## src/rtl/vga_ball_pkg.sv

```systemverilog
// vga_ball_pkg: shared screen geometry, palette and ball state type for the multi-ball renderer
package vga_ball_pkg;
    localparam int H_ACTIVE = 640;
    localparam int V_ACTIVE = 480;
    localparam logic [11:0] WALL_COLOR  = 12'h00f;
    localparam logic [11:0] EMPTY_COLOR = 12'h700;
    localparam logic [11:0] FLASH_COLOR = 12'hfff;
    localparam logic [11:0] BALL_COLORS [8] = '{
        12'hf00, 12'h0f0, 12'hff0, 12'hf0f, 12'h0ff, 12'hf80, 12'h8f0, 12'h08f
    };
    // dx/dy set means moving toward smaller coordinates
    typedef struct packed {
        logic [9:0] x;
        logic [9:0] y;
        logic       dx;
        logic       dy;
    } ball_t;
endpackage

```

## src/rtl/ball_mover.sv

```systemverilog
// ball_mover: one ball's position, wall bounce, pixel hit test and optional VGA_BALL_FLASH_EN flash
module ball_mover
    import vga_ball_pkg::*;
#(
    parameter int IDX       = 0,
    parameter int BALL_SIZE = 8,
    parameter int WALL_W    = 5,
    parameter int SPEED     = 2
) (
    input  logic        clk,
    input  logic        rst,
    input  logic        move,
    input  logic [9:0]  hcount,
    input  logic [9:0]  vcount,
    output logic        hit,
    output logic        bounce,
    output logic [11:0] color
);
    localparam logic [9:0] X_MIN = 10'(WALL_W);
    localparam logic [9:0] Y_MIN = 10'(WALL_W);
    localparam logic [9:0] X_MAX = 10'(H_ACTIVE - WALL_W - BALL_SIZE);
    localparam logic [9:0] Y_MAX = 10'(V_ACTIVE - WALL_W - BALL_SIZE);
    localparam logic [9:0] SP    = 10'(SPEED);
    localparam logic [9:0] BS    = 10'(BALL_SIZE);
    localparam logic [9:0] X0    = 10'(WALL_W + 16 + 40 * IDX);
    localparam logic [9:0] Y0    = 10'(WALL_W + 16 + 24 * IDX);
    localparam logic       DX0   = IDX[0];
    localparam logic       DY0   = IDX[1];

    ball_t b, nb;
    logic bx, by;

    always_comb begin
        bx    = b.dx ? (b.x <= X_MIN + SP) : (b.x + SP >= X_MAX);
        by    = b.dy ? (b.y <= Y_MIN + SP) : (b.y + SP >= Y_MAX);
        nb.x  = bx ? (b.dx ? X_MIN : X_MAX) : (b.dx ? b.x - SP : b.x + SP);
        nb.y  = by ? (b.dy ? Y_MIN : Y_MAX) : (b.dy ? b.y - SP : b.y + SP);
        nb.dx = b.dx ^ bx;
        nb.dy = b.dy ^ by;
    end

    assign bounce = bx | by;
    assign hit = hcount >= b.x && hcount < b.x + BS && vcount >= b.y && vcount < b.y + BS;

    always_ff @(posedge clk)
        if (rst) b <= '{x: X0, y: Y0, dx: DX0, dy: DY0};
        else if (move) b <= nb;

`ifdef VGA_BALL_FLASH_EN
    logic [1:0] flash;

    always_ff @(posedge clk)
        if (rst) flash <= '0;
        else if (move) flash <= bounce ? 2'd3 : (|flash ? flash - 2'd1 : flash);

    assign color = |flash ? FLASH_COLOR : BALL_COLORS[IDX];
`else
    assign color = BALL_COLORS[IDX];
`endif
endmodule

```

## src/rtl/vga_multi_ball.sv

```systemverilog
// vga_multi_ball: bouncing balls inside a walled frame; VGA_BALL_FLASH_EN adds bounce flashing
module vga_multi_ball
    import vga_ball_pkg::*;
#(
    parameter int NUM_BALLS = 4,
    parameter int BALL_SIZE = 8,
    parameter int WALL_W    = 5,
    parameter int SPEED     = 2
) (
    input  logic        clk,
    input  logic        rst,
    input  logic        pixpulse,
    input  logic [9:0]  hcount,
    input  logic [9:0]  vcount,
    input  logic        hblank,
    input  logic        vblank,
    input  logic        pause,
    output logic [3:0]  vgaRed,
    output logic [3:0]  vgaGreen,
    output logic [3:0]  vgaBlue,
    output logic [15:0] frame_cnt,
    output logic [15:0] wall_hits
);
    logic vblank_d1, move, step, wall;
    logic [11:0] current_pixel, pix_next;
    logic [NUM_BALLS-1:0] hit, bounce;
    logic [NUM_BALLS-1:0][11:0] colors;

    assign move = pixpulse & vblank & ~vblank_d1;
    assign step = move & ~pause;

    for (genvar i = 0; i < NUM_BALLS; i++) begin : g_ball
        ball_mover #(
            .IDX(i), .BALL_SIZE(BALL_SIZE), .WALL_W(WALL_W), .SPEED(SPEED)
        ) u_ball (
            .clk(clk), .rst(rst), .move(step), .hcount(hcount), .vcount(vcount),
            .hit(hit[i]), .bounce(bounce[i]), .color(colors[i])
        );
    end

    assign wall = hcount < 10'(WALL_W) || hcount >= 10'(H_ACTIVE - WALL_W) ||
                  vcount < 10'(WALL_W) || vcount >= 10'(V_ACTIVE - WALL_W);

    // walk from the highest index down so the lowest covering ball wins
    always_comb begin
        pix_next = EMPTY_COLOR;
        for (int i = NUM_BALLS - 1; i >= 0; i--) pix_next = hit[i] ? colors[i] : pix_next;
        pix_next = wall ? WALL_COLOR : pix_next;
    end

    always_ff @(posedge clk)
        if (rst) begin
            vblank_d1     <= 1'b0;
            current_pixel <= '0;
            frame_cnt     <= '0;
            wall_hits     <= '0;
        end else begin
            if (pixpulse) begin
                vblank_d1     <= vblank;
                current_pixel <= pix_next;
            end
            if (step) begin
                frame_cnt <= frame_cnt + 16'd1;
                if (|bounce && wall_hits != 16'hffff) wall_hits <= wall_hits + 16'd1;
            end
        end

    assign {vgaRed, vgaGreen, vgaBlue} = (~hblank & ~vblank) ? current_pixel : 12'h000;
endmodule

```

## config.mk

```make
export PLATFORM = sky130hd
export DESIGN_NAME = vga_multi_ball
export DESIGN_NICKNAME = d
export VERILOG_FILES = /design/src/rtl/vga_ball_pkg.sv /design/src/rtl/ball_mover.sv /design/src/rtl/vga_multi_ball.sv
export SDC_FILE = /design/constraint.sdc
export NUM_CORES = 1
export LEC_CHECK = 0
export BUFFER_PORTS_ARGS = -buffer_cell sky130_fd_sc_hd__buf_4
export CORE_ASPECT_RATIO = 1.1
export CORE_UTILIZATION = 35
export CTS_BUF_LIST = sky130_fd_sc_hd__clkbuf_16
export DETAILED_ROUTE_END_ITERATION = 8
export GPL_TIMING_DRIVEN = 0
export HOLD_SLACK_MARGIN = 0.03
export MAX_ROUTING_LAYER = met4
export SYNTH_ARGS = -nofsm -noshare
export SYNTH_HDL_FRONTEND = slang
export SYNTH_HIERARCHICAL = 1
export SYNTH_SLANG_ARGS = --single-unit
```

## constraint.sdc

```tcl
create_clock -name clk -period 8.5 [get_ports clk]
set_input_delay 1.7 -clock clk [delete_from_list [all_inputs] [get_ports clk]]
set_output_delay 1.7 -clock clk [all_outputs]
set_load 0.05 [all_outputs]
```

# [Word-level counts from Yosys, hierarchy flattened]
# Index checks and enable logic that the tools add are counted.
[word_totals] reg_bits=133 latchBits=0 mem_bits_rw=0 mem_bits_ro=0 inputBits=26 output_inout_bits=44 wordCells=159 memories=0
[classes] addsub=26 multipliers=0 n_div=0 n_lt_le_gt_ge=36 n_eq_ne=1 shift=0 n_mux=38 bitwise=20 reduce_logical=18
[op_table] cell="two-way mux 10 bit" n=20
[op_table] cell="adder 10 x 2 -> 10 bit, second input constant" n=8
[op_table] cell="adder 10 x 4 -> 10 bit, second input constant" n=8
[op_table] cell="greater-or-equal comparator 10 bit" n=8
[op_table] cell="<= comparator 10 x 3 -> 1 bit, second input constant" n=8
[op_table] cell="< comparator 10 bit" n=8
[op_table] cell="subtractor 10 x 2 -> 10 bit, second input constant" n=8
[op_table] cell="two-way mux 12 bit" n=6
[op_table] cell="greater-or-equal comparator 10 bit, second input constant" n=5
[op_table] cell="greater-or-equal comparator 10 x 9 -> 1 bit, second input constant" n=5
[op_table] cell="two-way mux 9 bit" n=4
[op_table] cell="adder 16 x 1 -> 16 bit, second input constant" n=2
[op_table] cell="< comparator 10 x 3 -> 1 bit, second input constant" n=2
[op_table] cell="inequality test 16 bit, second input constant" n=1
[op_table] cell="logical AND 1 bit" n=13
[op_table] cell="two-way mux 1 bit" n=8
[op_table] cell="bitwise XOR 1 bit" n=8
[op_table] cell="AND 1 bit" n=4
[op_table] cell="NOT 1 bit" n=4
[op_table] cell="OR 1 bit" n=4
[op_table] cell="OR reduction 4 bit" n=1
[op_table] cell="logical OR 1 bit" n=3
[op_table] cell="AND reduction 2 bit" n=1

# [Longest topological paths before layout]
[logic_depth] ltp_word=10 ltp_mapped=15 ltp_nobuf=14

# [By module]
# The synthesis kept the hierarchy.
[by_module_without_submodules] module="ball_mover (g_ball[0].u_ball)" n_inst=1 cells_each=363 area_per_inst_um2=2766.4 seq_area_each_um2=440.4
[by_module_without_submodules] module="ball_mover (g_ball[3].u_ball)" n_inst=1 cells_each=353 area_per_inst_um2=2745.1 seq_area_each_um2=440.4
[by_module_without_submodules] module="ball_mover (g_ball[1].u_ball)" n_inst=1 cells_each=352 area_per_inst_um2=2705.1 seq_area_each_um2=440.4
[by_module_without_submodules] module="ball_mover (g_ball[2].u_ball)" n_inst=1 cells_each=352 area_per_inst_um2=2690.1 seq_area_each_um2=440.4
[by_module_without_submodules] module="vga_multi_ball" n_inst=1 cells_each=301 area_per_inst_um2=2583.7 seq_area_each_um2=900.9

# [Worst setup path before layout]
# Ideal clock, no wire load.
[synth_timing] path_type="input-to-output" start="input vblank" end="output vgaBlue[1]" arrival_ps=2478 required_time_ps=6800 slack_ps=4322 path_stages=3 n_path_buf=1 cell_sequence="nor2_1 -> clkbuf_1 -> and2_1"
[synth_between] elab_chain_len=3
[synth_lines] item="start: declaration" line="vga_multi_ball.sv:16" rtl="input logic vblank,"
[synth_lines] item="NOT 1 bit" line="vga_multi_ball.sv:68" rtl="assign {vgaRed, vgaGreen, vgaBlue} = (~hblank & ~vblank) ? current_pixel : 12'h000;"
[synth_lines] item="AND 1 bit" line="vga_multi_ball.sv:68"
[synth_lines] item="two-way mux 12 bit" line="vga_multi_ball.sv:68"
[synth_lines] item="end: declaration" line="vga_multi_ball.sv:20" rtl="output logic [3:0] vgaBlue,"
# No other way between the ends.

# [Worst setup path after layout]
[layout_timing] start="input hcount[1]" end="register current_pixel[2]"
[layout_between] word_cells_on_any_way=30 cone_classes="order compare: 10; mux: 5; reduce/logical: 15"
[layout_lines] item="start: declaration" line="vga_multi_ball.sv:13" rtl="input logic [9:0] hcount,"
[layout_lines] item="greater-or-equal comparator 10 bit or < comparator 10 bit (tied branches)" line="ball_mover.sv:43" rtl="assign hit = hcount >= b.x && hcount < b.x + BS && vcount >= b.y && vcount < b.y + BS;"
[layout_lines] item="logical AND 1 bit (*) (3 in a row)" line="ball_mover.sv:43"
[layout_lines] item="net hit[2]" line="vga_multi_ball.sv:26" rtl="logic [NUM_BALLS-1:0] hit, bounce;"
[layout_lines] item="two-way mux 12 bit (*) (3 in a row)" line="vga_multi_ball.sv:47" rtl="for (int i = NUM_BALLS - 1; i >= 0; i--) pix_next = hit[i] ? colors[i] : pix_next;"
[layout_lines] item="two-way mux 12 bit (*)" line="vga_multi_ball.sv:48" rtl="pix_next = wall ? WALL_COLOR : pix_next;"
[layout_lines] item="end signal: assignment" line="vga_multi_ball.sv:60" rtl="current_pixel <= pix_next;"
[layout_lines] item="end: declaration" line="vga_multi_ball.sv:25" rtl="logic [11:0] current_pixel, pix_next;"
# Mark *: on every way through the listed nets, which the timed path passes. The rest lies on a longest branch.
# A chain may end at the register's enable or synchronous reset.

==> metrics.md <==
| Metric | Value |
|---|---|
| # hold bufs at CTS | 0 |
| DR pass1 iterations | 6 |
| Max stage delay cell, worst path | a311oi_1 |
| Dpl hpwl | 30.0 mm |
| Hold Path End | current_pixel[7] |
| Commonest non-fill, non-tap cell in the layout | ha_1 |
| Core area | 38100 um2 |
| Crit path max-delay family | compound AO/OA/AOI/OAI gates |
| Clk_skew | 0.0101 ns |
| Synthesized area per cell | 7.84 um2 |
| RR Startpoint | g_ball[0].u_ball/b[6] |
| Avg WL per Cell | 16.9 um |
| Switching power | 526 uW |
| DP Area | 14800 um2 |
| Routability Congestion | 0.917 |
| Nets | 2044 |
| RSZ-0062 raised after global routing | no |
| Total length of routed wires | 39.9 mm |
| Vias post-DR | 13.3k |
| First-pass GRT wire length | 64.6 mm |
| P_leak | 0.00585 uW |
| Clock buffer depth | 2 |
| Antenna Nets Post-Route | 0 |
| Cell Area, Synth | 13500 um2 |
| Htree depth | 4 |
| Share of post-route cells with drive strength above 1 | 13.9% |
| Sw Ratio | 29.7% |
| Max Slew Vio Count | 0 |
| GRT Overall Usage | 20.9% |
| Hold path cells | 1 |
| Synthesis-to-finish area growth | 14.3% |
| Wl on met1 | 17.7 mm |
| Die ar. | 39300 um2 |
| CTS sink cnt | 133 |
| Reg2reg setup slack | 4.04 ns |
| Crit-path max cell delay | 0.75 ns |
| Post-Syn Instances | 1721 |
| Met3 WL | 2.07 mm |
| Period minus WS final | 4.66 ns |
| Buffer count from post-CTS setup fixing | 0 |
| Worst path arrival time | 4.95 ns |
| Top sig layer | met4 |
| Die Wd | 189 um |
| Util after Layout | 40.5% |
| Min-delay src | current_pixel[7] |
| TritonCTS buffer count | 17 |
| Worst-skew pair later-pin latency | 0.45 ns |
| Seq/Total Area, Yosys | 19.7% |
| Max Cap Violations | 0 |
| Startpoint Class | input pin |
| Worst flop-to-flop path endpoint | current_pixel[10] |
| CTS tree | yes |
| PD cells | 115 nW/um2 |
| Commonest cells after routing, fill and taps aside | ha_1, dfxtp_1, buf_4 |
| Internal | 1250 uW |
| Measured slew at the worst slew-check pin | 1.24 ns |
| Peak Freq | 215 MHz |
| Hold/Removal Path Class | register to register |
| Data required, critical path | 8.79 ns |
| YS warnings | 6 |
| Combinational power share | 16.0% |
| Initial antenna violation count | 0 |
| CP Cell Sequence | buf_4 -> ha_1 -> nor2b_1 -> o21ai_0 -> a21oi_1 -> a2111oi_0 -> o21ai_0 -> a311oi_1 -> nor2b_1 -> clkbuf_1 -> a221o_1 -> a22oi_1 -> a311oi_1 |
| Largest net degree at the start of global routing | 18 |
| Distinct cells, synth | 99 |
| CP max FO | 9 |
| Clock-pin slew on the worst setup and hold paths | 0.07 ns |
| Setup TNS | 0 ns |
| Status | completed |
| DR iter-0 viols | 947 |
| Drc violations | 0 |
| Diode count | 0 |
| Via density | 5.64 |
| Root Buffer | clkbuf_16 |
| CTS resizes | 0 |
| Die H | 208 um |
| Row count | 75 |
| IR drop worst, VDD | 0.145 mV |
| WL met2 | 19.3 mm |
| Initial Utilization | 35.4% |
| Post-Layout Inst Area | 15400 um2 |
| Global route overflow | 0 |
| Clk pwr share | 47.6% |
| Reg2Reg Depth | 14 |
| Fillers | 3969 |
| Buffers on Ports | 68 |
| Crit path buffers/inverters | 2 |
| Synth Register Bits | 133 |
| Register share of total power | 36.4% |
| Final setup viols | 0 |
| Crit Path Category | input pin to register |
| Final period util | 54.8% |
| Post-synth EDFFs | 0 |
| Final hold vios | 0 |
| Worst slew margin relative to its limit | 16.6% |
| Via count of the first global-routing pass | 12.2k |
| Top FF cell, synth | dfxtp_1 |
| Async set-or-reset flop fraction in the synthesized netlist | 0% |
| CP Capture Type | register |
| I/O pins | 70 |
==> cells by family after synthesis <==
group	Yosys count	synth area share, %
adder cells (fa/ha/maj)	170	15.8
AO/OA/AOI/OAI	472	24.0
other	8	0.223
flip-flops	133	19.7
buffers and inverters	259	9.50
XOR/XNOR	82	5.32
AND/OR/NAND/NOR	577	23.9
multiplexers	20	1.59
==> per-stage QoR <==
stage          cells  power (uW)  worst slack, ns  hold WS, ns
6_report        2361        1770             3.84        0.471
5_1_grt         2361        1850             3.57        0.490
4_1_cts         2361        1790             3.45        0.472
3_5_place_dp    2329         938             2.97        0.455
3_3_place_gp    2329         932             3.02        0.442
2_1_floorplan   1761         848             4.32        0.434
==> power by group through the flow <==
stage / Combinational (uW) / Clock [uW] / Sequential [uW]
CTS: 281 / 862 / 645
global placement: 273 / 0 / 659
finish: 284 / 843 / 645
detailed placement: 279 / 0 / 659
floorplan: 192 / 0 / 656
global route: 316 / 891 / 646
==> final cells by class <==
type                            instances  area [um2]  share of cell area [%]
Multi-Input combinational cell       1369        9700                    62.9
Sequential cell                       133        2660                    17.3
Buffer                                138         825                    5.35
Tap cell                              500         626                    4.06
Timing Repair Buffer                   68         510                    3.31
Inverter                              121         457                    2.96
Clock buffer                           17         425                    2.76
Clock inverter                         15         214                    1.39
==> registers in the layout (all words and copies together), names as in the netlist <==
name,cells
g_ball.u_ball/b,88
frame_cnt,16
wall_hits,16
current_pixel,12
vblank_d1,1
==> synthesized netlist by cell type, types with 14 or more instances <==
cell type  instances  area, um2
a21o_1            15        113
a21oi_1           97        485
a221oi_1          14        123
a22oi_1           18        135
a31oi_1           18        113
and2_1            20        125
buf_2             24        120
buf_4             57        428
clkbuf_1          47        176
dfxtp_1          133       2660
ha_1             170       2130
inv_1            111        417
nand2_1           98        368
nand2b_1          32        200
nand3_1           61        305
nand4_1           41        257
nor2_1           109        409
nor2b_1           26        163
nor3_1            56        280
nor4_1            21        131
o21ai_0          111        556
o22ai_1           14       87.6
o31ai_1           19        143
or3_1             25        156
or4_1             19        143
xnor2_1           64        561
xor2_1            18        158
==> layer usage <==
| metal | GRT usage (%) | vias to the layer above |
|---|---|---|
| met5 | - | - |
| met2 | 35.0 | 401 |
| met1 | 25.9 | 6270 |
| li1 | - | 6585 |
| met3 | 3.09 | 65 |
| met4 | 6.26 | 0 |
==> worst reg2reg max path, stage by stage (launching register included) <==
cell and delay (ns):
dfxtp_1 0.54, ha_1 0.22, clkbuf_1 0.33, nand3_1 0.16, xnor2_1 0.17, ha_1 0.30, a21o_1 0.16, a21oi_1 0.24
o22ai_1 0.15, a2111oi_0 0.36, o21ai_0 0.18, nor4_2 0.64, nor2_1 0.32, a221o_1 0.37, a32o_1 0.24
==> worst max path at each step <==
stage,slack [ns],to,depth (start not counted),from
after global placement,3.02,current_pixel[10],11,vcount[7]
after floorplan,4.32,vgaBlue[1],3,vblank
after global routing,3.57,current_pixel[2],13,hcount[1]
final,3.84,current_pixel[2],13,hcount[1]
after CTS,3.45,current_pixel[10],11,vcount[7]
after detailed placement,2.97,current_pixel[10],11,vcount[7]
Power figures use the tool's default switching activity.
